### src/rtl/mips_mem_pkg.sv
// Shared encodings for the load/store path to the word-organised data memory.
package mips_mem_pkg;

    localparam logic [1:0] SZ_BYTE = 2'b00;
    localparam logic [1:0] SZ_HALF = 2'b01;
    localparam logic [1:0] SZ_WORD = 2'b10;
    localparam logic [1:0] SZ_RSVD = 2'b11;

    localparam logic [0:0] ST_IDLE  = 1'b0;
    localparam logic [0:0] ST_MERGE = 1'b1;

    typedef struct packed {
        logic [1:0] size;
        logic [1:0] lane;
    } lane_sel_t;

    function automatic logic is_fault(
        input logic [1:0] size,
        input logic [1:0] lo
    );
        logic f;
        f = 1'b0;
        unique case (1'b1)
            (size == SZ_BYTE): f = 1'b0;
            (size == SZ_HALF): f = lo[0];
            (size == SZ_WORD): f = |lo;
            default:           f = 1'b1;
        endcase
        return f;
    endfunction

endpackage

### src/rtl/lsu_lane_align.sv
// Lane select/extension for loads and lane merge for sub-word stores.
module lsu_lane_align
    import mips_mem_pkg::*;
(
    input  logic [31:0] i_ld_word,
    input  lane_sel_t   i_ld_sel,
    input  logic        i_ld_signed,
    output logic [31:0] o_ld_data,
    input  logic [31:0] i_st_old,
    input  logic [31:0] i_st_new,
    input  lane_sel_t   i_st_sel,
    output logic [31:0] o_st_word
);

    logic [7:0]  w_byte;
    logic [15:0] w_half;

    always_comb begin
        w_byte = i_ld_word[{i_ld_sel.lane, 3'b000} +: 8];
        w_half = i_ld_sel.lane[1] ? i_ld_word[31:16]
                                  : i_ld_word[15:0];
        o_ld_data = i_ld_word;
        unique case (1'b1)
            (i_ld_sel.size == SZ_BYTE):
                o_ld_data = {{24{i_ld_signed & w_byte[7]}}, w_byte};
            (i_ld_sel.size == SZ_HALF):
                o_ld_data = {{16{i_ld_signed & w_half[15]}}, w_half};
            default:
                o_ld_data = i_ld_word;
        endcase
    end

    always_comb begin
        o_st_word = i_st_old;
        unique case (1'b1)
            (i_st_sel.size == SZ_BYTE):
                o_st_word[{i_st_sel.lane, 3'b000} +: 8] = i_st_new[7:0];
            (i_st_sel.size == SZ_HALF): begin
                if (i_st_sel.lane[1])
                    o_st_word[31:16] = i_st_new[15:0];
                else
                    o_st_word[15:0] = i_st_new[15:0];
            end
            default:
                o_st_word = i_st_new;
        endcase
    end

endmodule

### src/rtl/load_store_unit.sv
// Byte-addressed load/store front end for a word-addressed data memory;
// sub-word stores use a two-cycle read-modify-write.
module load_store_unit
    import mips_mem_pkg::*;
#(
    parameter int DATA_WIDTH = 32,
    parameter int ADDR_WIDTH = 5
) (
    input  logic                  i_clk,
    input  logic                  i_rst_n,
    input  logic                  i_valid,
    output logic                  o_ready,
    input  logic                  i_we,
    input  logic [1:0]            i_size,
    input  logic                  i_signed,
    input  logic [ADDR_WIDTH+1:0] i_addr,
    input  logic [DATA_WIDTH-1:0] i_wdata,
    output logic                  o_resp_valid,
    output logic [DATA_WIDTH-1:0] o_rdata,
    output logic                  o_fault,
    output logic [ADDR_WIDTH-1:0] o_mem_addr,
    output logic [DATA_WIDTH-1:0] o_mem_wdata,
    output logic                  o_mem_we,
    input  logic [DATA_WIDTH-1:0] i_mem_rdata
);

    logic [0:0]            r_state;
    logic [ADDR_WIDTH-1:0] r_addr;
    lane_sel_t             r_sel;
    logic [DATA_WIDTH-1:0] r_wdata;
    logic                  r_resp_valid;
    logic                  r_fault;
    logic [DATA_WIDTH-1:0] r_rdata;

    logic                  w_merge;
    logic                  w_accept;
    logic                  w_fault;
    logic                  w_word_st;
    lane_sel_t             w_sel;
    logic [DATA_WIDTH-1:0] w_ld_data;
    logic [DATA_WIDTH-1:0] w_merged;

    assign w_merge   = (r_state == ST_MERGE);
    assign o_ready   = (r_state == ST_IDLE);
    assign w_accept  = i_valid && o_ready;
    assign w_fault   = is_fault(i_size, i_addr[1:0]);
    assign w_sel     = '{size: i_size, lane: i_addr[1:0]};
    assign w_word_st = i_we && !w_fault && (i_size == SZ_WORD);

    lsu_lane_align u_align (
        .i_ld_word   (i_mem_rdata),
        .i_ld_sel    (w_sel),
        .i_ld_signed (i_signed),
        .o_ld_data   (w_ld_data),
        .i_st_old    (i_mem_rdata),
        .i_st_new    (r_wdata),
        .i_st_sel    (r_sel),
        .o_st_word   (w_merged)
    );

    // Write enable is gated by reset so an in-flight merge is dropped at once.
    assign o_mem_we = i_rst_n &&
                      (w_merge || (w_accept && w_word_st));
    assign o_mem_addr  = w_merge ? r_addr
                                 : i_addr[ADDR_WIDTH+1:2];
    assign o_mem_wdata = w_merge ? w_merged : i_wdata;

    assign o_resp_valid = r_resp_valid;
    assign o_fault      = r_fault;
    assign o_rdata      = r_rdata;

    always_ff @(posedge i_clk or negedge i_rst_n) begin
        if (!i_rst_n) begin
            r_state      <= ST_IDLE;
            r_addr       <= '0;
            r_sel        <= '0;
            r_wdata      <= '0;
            r_resp_valid <= 1'b0;
            r_fault      <= 1'b0;
            r_rdata      <= '0;
        end else begin
            r_resp_valid <= 1'b0;
            r_fault      <= 1'b0;
            unique case (1'b1)
                w_merge: begin
                    r_state      <= ST_IDLE;
                    r_resp_valid <= 1'b1;
                    r_rdata      <= '0;
                end
                w_accept: begin
                    if (w_fault) begin
                        r_resp_valid <= 1'b1;
                        r_fault      <= 1'b1;
                        r_rdata      <= '0;
                    end else if (!i_we) begin
                        r_resp_valid <= 1'b1;
                        r_rdata      <= w_ld_data;
                    end else if (w_word_st) begin
                        r_resp_valid <= 1'b1;
                        r_rdata      <= '0;
                    end else begin
                        r_state <= ST_MERGE;
                        r_addr  <= i_addr[ADDR_WIDTH+1:2];
                        r_sel   <= w_sel;
                        r_wdata <= i_wdata;
                    end
                end
                default: ;
            endcase
        end
    end

endmodule

### config.mk
export PLATFORM = sky130hd
export DESIGN_NAME = load_store_unit
export DESIGN_NICKNAME = d
export VERILOG_FILES = /design/src/rtl/mips_mem_pkg.sv /design/src/rtl/lsu_lane_align.sv /design/src/rtl/load_store_unit.sv
export SDC_FILE = /design/constraint.sdc
export NUM_CORES = 1
export LEC_CHECK = 0
export BUFFER_PORTS_ARGS = -buffer_cell sky130_fd_sc_hd__buf_2
export CORE_ASPECT_RATIO = 1.1
export CORE_UTILIZATION = 52
export DETAILED_ROUTE_END_ITERATION = 8
export GPL_TIMING_DRIVEN = 0
export HOLD_SLACK_MARGIN = 0.03
export PLACE_DENSITY = 0.81
export SLEW_MARGIN = 20
export SYNTH_ARGS = -nofsm -noshare
export SYNTH_HDL_FRONTEND = slang
export SYNTH_SLANG_ARGS = --single-unit
### constraint.sdc
create_clock -name i_clk -period 2.3 [get_ports i_clk]
set_input_delay 0.23 -clock i_clk [delete_from_list [all_inputs] [get_ports i_clk]]
set_output_delay 0.23 -clock i_clk [all_outputs]
set_load 0.02 [all_outputs]
Word level (Yosys, flattened, before mapping) --
Index checks and enable logic that the tools add are counted.
Operators by class: add/subtract/negate cells 1, equal/unequal tests 4, shift-type cells 3, muxes and demuxes 23, bitwise gates (word level) 5, reductions and logical operators 13
Operators with widths (count):
- $pmux W32 S2 | 3
- $mux W32 | 4
- $mux W16 | 3
- $bwmux W32 | 1
- $shift A8 B7 Y32 const A | 1
- $shiftx A32 B6 Y8 | 1
- $shiftx A8 B7 Y32 | 1
- $mux W1 | 9
- $neg A5 Y7 | 1
- $logic_and A1 B1 Y1 | 5
- $mux W5 | 1
- $eq A2 B1 Y1 const B | 2
- $logic_not A2 Y1 | 2
- $ne A4 B2 Y1 const B | 1
- $reduce_and A4 Y1 | 1
- $not A1 Y1 | 3
- $pmux W1 S3 | 1
- $and A1 B1 Y1 | 2
- $eq A2 B2 Y1 const B | 1
- $pmux W1 S2 | 1
- $reduce_and A2 Y1 | 1
- $reduce_bool A2 Y1 | 1
- $reduce_or A2 Y1 | 1
- $logic_not A1 Y1 | 1
- $logic_or A1 B1 Y1 | 1
Storage, ports and cells: bits in registers 76, input bits 78, output and inout port bits 73, logic and storage cells 57

Longest topological paths before layout --
depth in word-level cells 9, depth in mapped cells 7, gate-level depth less buffers 6

Cells and area by module --
From an unflattened synthesis, not the netlist that was laid out.
Unflattened totals: cell total of the unflattened synthesis 483, area total of the unflattened synthesis 5141.2 sq um
By module, submodules not included:
- load_store_unit | times used 1, cells each 220, area each 3440.8 sq um, sequential area each 1901.8 sq um
- lsu_lane_align | times used 1, cells each 263, area each 1700.4 sq um, sequential area each 0.0 sq um

Least setup slack after synthesis --
OpenSTA, ideal clock, no wires.
path type flip-flop to output port, start register r_sel[1] (netlist name), end output port o_mem_wdata[30], arrival time 1917 ps, data required time 2070 ps, slack 153 ps, stages on the path, launching flop included 8, buffers on the path 1, path through dfrtp_1 > inv_1 > ha_1 > nor4bb_1 > buf_1 > a22o_1 > nand2_1 > a21oi_1
On the way: word-level cells in the longest chain between the ends 5, elaborated cells on any way between the ends 7, classes of those cells add/sub: 1; shift: 2; mux: 4
RTL lines:
- start: declaration | line load_store_unit.sv:29 | lane_sel_t r_sel;
- start signal: assignment | line load_store_unit.sv:104 | r_sel <= w_sel;
- $neg A5 Y7 | line lsu_lane_align.sv:37 | o_st_word[{i_st_sel.lane, 3'b000} +: 8] = i_st_new[7:0];
- $shiftx A8 B7 Y32 or $shift A8 B7 Y32 (tied branches) | line lsu_lane_align.sv:37
- $bwmux W32 | line lsu_lane_align.sv:37
- $pmux W32 S2 * | line lsu_lane_align.sv:35 | unique case (1'b1)
- $mux W32 * | line load_store_unit.sv:66 | assign o_mem_wdata = w_merge ? w_merged : i_wdata;
- end: declaration | line load_store_unit.sv:22 | output logic [DATA_WIDTH-1:0] o_mem_wdata,
Mark *: on every way between the ends. The rest lies on a longest branch, timed or not.

Worst setup path in the final report --
start register r_sel[0] (netlist name), end output port o_mem_wdata[1]
On the way: word-level cells in the longest chain between the ends 5, elaborated cells on any way between the ends 6, classes of those cells add/sub: 1; shift: 2; mux: 3
RTL lines (line):
- $neg A5 Y7 * | lsu_lane_align.sv:37
- $shiftx A8 B7 Y32 or $shift A8 B7 Y32 (tied branches) | lsu_lane_align.sv:37
- $bwmux W32 * | lsu_lane_align.sv:37
- $pmux W32 S2 * | lsu_lane_align.sv:35
- $mux W32 * | load_store_unit.sv:66
Marks and branches as above.

==> flow_results.org <==
** Global routing
- The number of antenna violations at the first check in global routing was 0.
- The first global-routing pass estimated 24.72 mm of wire.
- All-Layer GR Usage :: 0.3484
- Entering global routing, the biggest net connects 47 pins.
- Vias in the first global route :: 4582
- Global routing finished with a remaining overflow of 0.

** Die
- Initial Util :: 0.5330
- Vert. Die Dim :: 101.8 microns
- The region available for standard cell placement spans 8828 sq um.
- The floorplan has 36 rows.
- IO Count :: 151
- The die is 92.70 microns wide.
- The die covers 9434 sq um.

** Drt
- Met2 layer wire length in the routed design :: 8.027 mm
- For this block, the routed nets add up to 16.68 mm of wire.
- Mean routed wirelength per cell :: 21.38 microns
- For this run, design rule violations remaining after detail routing come to 0.
- The first detailed-routing pass ran for 5 iterations.
- In this run the top signal layer used is met4.
- DRC violation total after the first TritonRoute iteration :: 389
- Detailed routing placed a total of 1.292 mm of wire on met3.
- Antenna-violating nets left :: 0
- After detailed routing, the number of vias per cell comes to 6.323.
- The detailed router put a total of 6.519 mm of wire on met1.
- Detailed routing inserted a total of 4932 vias.

** Timing
- WHS :: 0.08869 ns
- For the finished layout, the period the worst path requires is 2.440 ns.
- Dividing the final minimum period by the clock period gives 1.061.
- After layout, the worst setup slack is -0.1404 ns.
- RSZ-0062 raised after global routing :: yes
- Final slew viol count :: 0
- Max Clock Freq :: 0.4098 GHz
- Headroom to the max-slew limit came out at 0.4483.
- At the pin with the least slew margin, the transition time is 0.8276 ns.
- Total setup violations reported at the end of the flow :: 32
- The number of failing hold endpoints at the final stage is 0.
- Worst clock skew :: 0.008820 ns

** Hold path
- Worst hold path class :: input pin to flop

** Finish
- Fraction of layout cells with a size suffix above 1 :: 0.4655
- The final layout contains 744 nets.
- Storage element area :: 1903 sq um
- Once layout is complete, the cells apart from fillers number 780.
- Count of inserted antenna diode cells :: 0
- In the final layout, the multi-input gates occupy 2919 sq um.
- Relative to the synthesized area, the layout overhead comes to 36.13%.
- Counting the fill cells in the layout gives 641.

** Flow run
- Max capacitance violation total :: 0

** Clock network
- TritonCTS created 9 clock buffers.
- Cell chosen for the clock root :: sky130_fd_sc_hd__clkbuf_8
- H-tree depth :: 3
- Clock-pin slew was measured on the worst setup and hold paths at 0.08 ns.
- Number of sinks driven by the clock tree :: 76
- Clock tree buffer depth :: 2
- TritonCTS built the clock tree.
- Clock latency on the worst-skew pair, taken at its later pin, is 0.37 ns.

** Placement
- Detailed-placement wirelength estimate :: 11.81 mm
- In this run, placement finished with an instance count of 753.
- Number of buffer cells added on primary ports :: 149
- Routability-driven placement finished with a final weighted congestion of 0.9642.

** Logic synthesis
- sky130_fd_sc_hd__dfrtp_1 is the most common cell in the netlist.
- Yosys reg bits :: 76
- For this run, the leading register cell type out of synthesis is sky130_fd_sc_hd__dfrtp_1.
- Yosys top cell area share :: 0.4041
- Most area-hungry cell type in the Yosys netlist :: sky130_fd_sc_hd__dfrtp_1
- Synthesis produced a netlist with a net count of 572.
- In the synthesized netlist the async set-or-reset flop fraction comes to 1.000.
- Most frequent cells after synthesis :: sky130_fd_sc_hd__dfrtp_1, sky130_fd_sc_hd__nor2_1, sky130_fd_sc_hd__mux2_2, sky130_fd_sc_hd__nand2_1, sky130_fd_sc_hd__a22o_1
- Dividing the synthesized area by the synthesized cell count gives 9.623 sq um.
- Synthesis handed over a netlist of 489 instances.
- Main area contributors after synthesis :: sky130_fd_sc_hd__dfrtp_1, sky130_fd_sc_hd__mux2_2, sky130_fd_sc_hd__a22o_1, sky130_fd_sc_hd__a221oi_1, sky130_fd_sc_hd__nor2_1
- Of the synthesized area, sequential elements account for 0.4041.
- Distinct cell type count after synthesis :: 47
- Mapped cell area :: 4706 sq um
- Counting flops with a built-in enable in the synthesized netlist gives 0.
- For this run, the number of Yosys warnings is 0.

** Pwr
- The analysis attributes to cell leakage a power of 2.959 nW.
- VDD sags by at most 460.3 uV.
- Power density over the cells :: 701.4 nW/um^2
- Pwr Total :: 4.493 mW

** Run status
- Violated checks :: negative setup slack
- The run finished, with violations left.

** Worst setup path
- Arr. time, crit path :: 2.21 ns
- CP startpoint kind :: flop
- STA classifies the critical path endpoint as an output pin.
- Worst-path maximum fanout :: 8
- The worst setup path is of the flop to output pin kind.
- For the worst setup path, the data required time is 2.07 ns.
-- worst max-delay path, stage by stage (launching register included) --
cell and delay [ns]:
sky130_fd_sc_hd__dfrtp_1 0.40, sky130_fd_sc_hd__inv_2 0.10, sky130_fd_sc_hd__ha_4 0.32, sky130_fd_sc_hd__nor4b_4 0.06, sky130_fd_sc_hd__a211o_4 0.40, sky130_fd_sc_hd__a221oi_4 0.32
sky130_fd_sc_hd__nor2_1 0.08, sky130_fd_sc_hd__buf_4 0.16
-- worst paths after layout --
path	start	to	slack (ns)	cells after the start
hold / removal	i_wdata[14]	r_wdata[14]	0.09	3
max in group asynchronous	i_rst_n	r_addr[3]	1.38	3
setup reg to reg	r_state	r_wdata[10]	0.12	5
min in group asynchronous	i_rst_n	o_rdata[23]	0.33	2
setup / recovery	r_sel[0]	o_mem_wdata[1]	-0.14	7
hold reg to reg	o_rdata[6]	o_rdata[6]	0.49	2
-- power by group --
group	switching [mW]	leakage, nW	internal, mW
Sequential	0.221	0.962	1.54
Combinational	0.884	1.89	0.668
Clock	0.565	0.102	0.612
-- cells by family after synthesis --
kind of cell    after synthesis  share of synthesized area
simple gates                160                     0.1585
compound gates              141                     0.2300
fa+ha+maj                     5                    0.01329
buf+inv                      51                    0.05105
mux                          56                     0.1430
flops                        76                     0.4041
-- repair_timing --
item                       CTS  global route
buffers inserted             8             5
resized for setup           58            50
hold endpoints to repair    30             0
hold buffers                 1             0
setup endpoints to repair   33            32
pin swaps                   19            14
cloned                       0             0
-- through the flow --
step / setup slack (ns) / setup TNS, ns / util / area (sq um)
2_1_floorplan: 0.1533 / 0 / - / 4706
3_3_place_gp: -0.06256 / -0.5183 / 0.6336 / 5594
4_1_cts: -0.04902 / -0.3887 / 0.6970 / 6153
3_5_place_dp: -0.09278 / -0.7735 / 0.6370 / 5624
6_report: -0.1404 / -1.998 / 0.7256 / 6406
5_1_grt: -0.1875 / -4.014 / 0.7256 / 6406
-- cells in the final DEF, fill, tap and decap left out, types with 8 or more instances in the layout --
master                       n
sky130_fd_sc_hd__nor2_1     59
sky130_fd_sc_hd__clkbuf_8    9
sky130_fd_sc_hd__nand2b_1   18
sky130_fd_sc_hd__inv_1      12
sky130_fd_sc_hd__mux2_2     49
sky130_fd_sc_hd__a22o_1     32
sky130_fd_sc_hd__a21oi_1     8
sky130_fd_sc_hd__nand2_1    45
sky130_fd_sc_hd__buf_4      20
sky130_fd_sc_hd__buf_2     140
sky130_fd_sc_hd__buf_6      16
sky130_fd_sc_hd__a221oi_2   22
sky130_fd_sc_hd__clkbuf_1   15
sky130_fd_sc_hd__o21ai_0    25
sky130_fd_sc_hd__a21oi_2     9
sky130_fd_sc_hd__nor3_1      9
sky130_fd_sc_hd__dfrtp_1    75
sky130_fd_sc_hd__a221o_1    11
-- final cells by class --
cell class | instances | area share
repair buffers | 164 | 0.1508
clock buffers | 10 | 0.01992
flip-flops and latches | 76 | 0.2971
multi-input cells | 362 | 0.4557
clock inverters | 6 | 0.01387
plain buffers | 34 | 0.03184
well taps | 114 | 0.02227
inverters | 14 | 0.008594
-- routing by layer --
metal / GRT usage / vias up
met1: 0.4363 / 2389
met5: 0 / -
li1: - / 2171
met3: 0.06006 / 73
met4: 0.1716 / 0
met2: 0.5852 / 299
-- sequential cells by signal, indices dropped and copies added (netlist names) --
signal	flops
r_state	1
o_rdata	32
r_wdata	32
r_addr	5
r_sel	4
o_fault	1
o_resp_valid	1
Power figures use the tool's default switching activity.
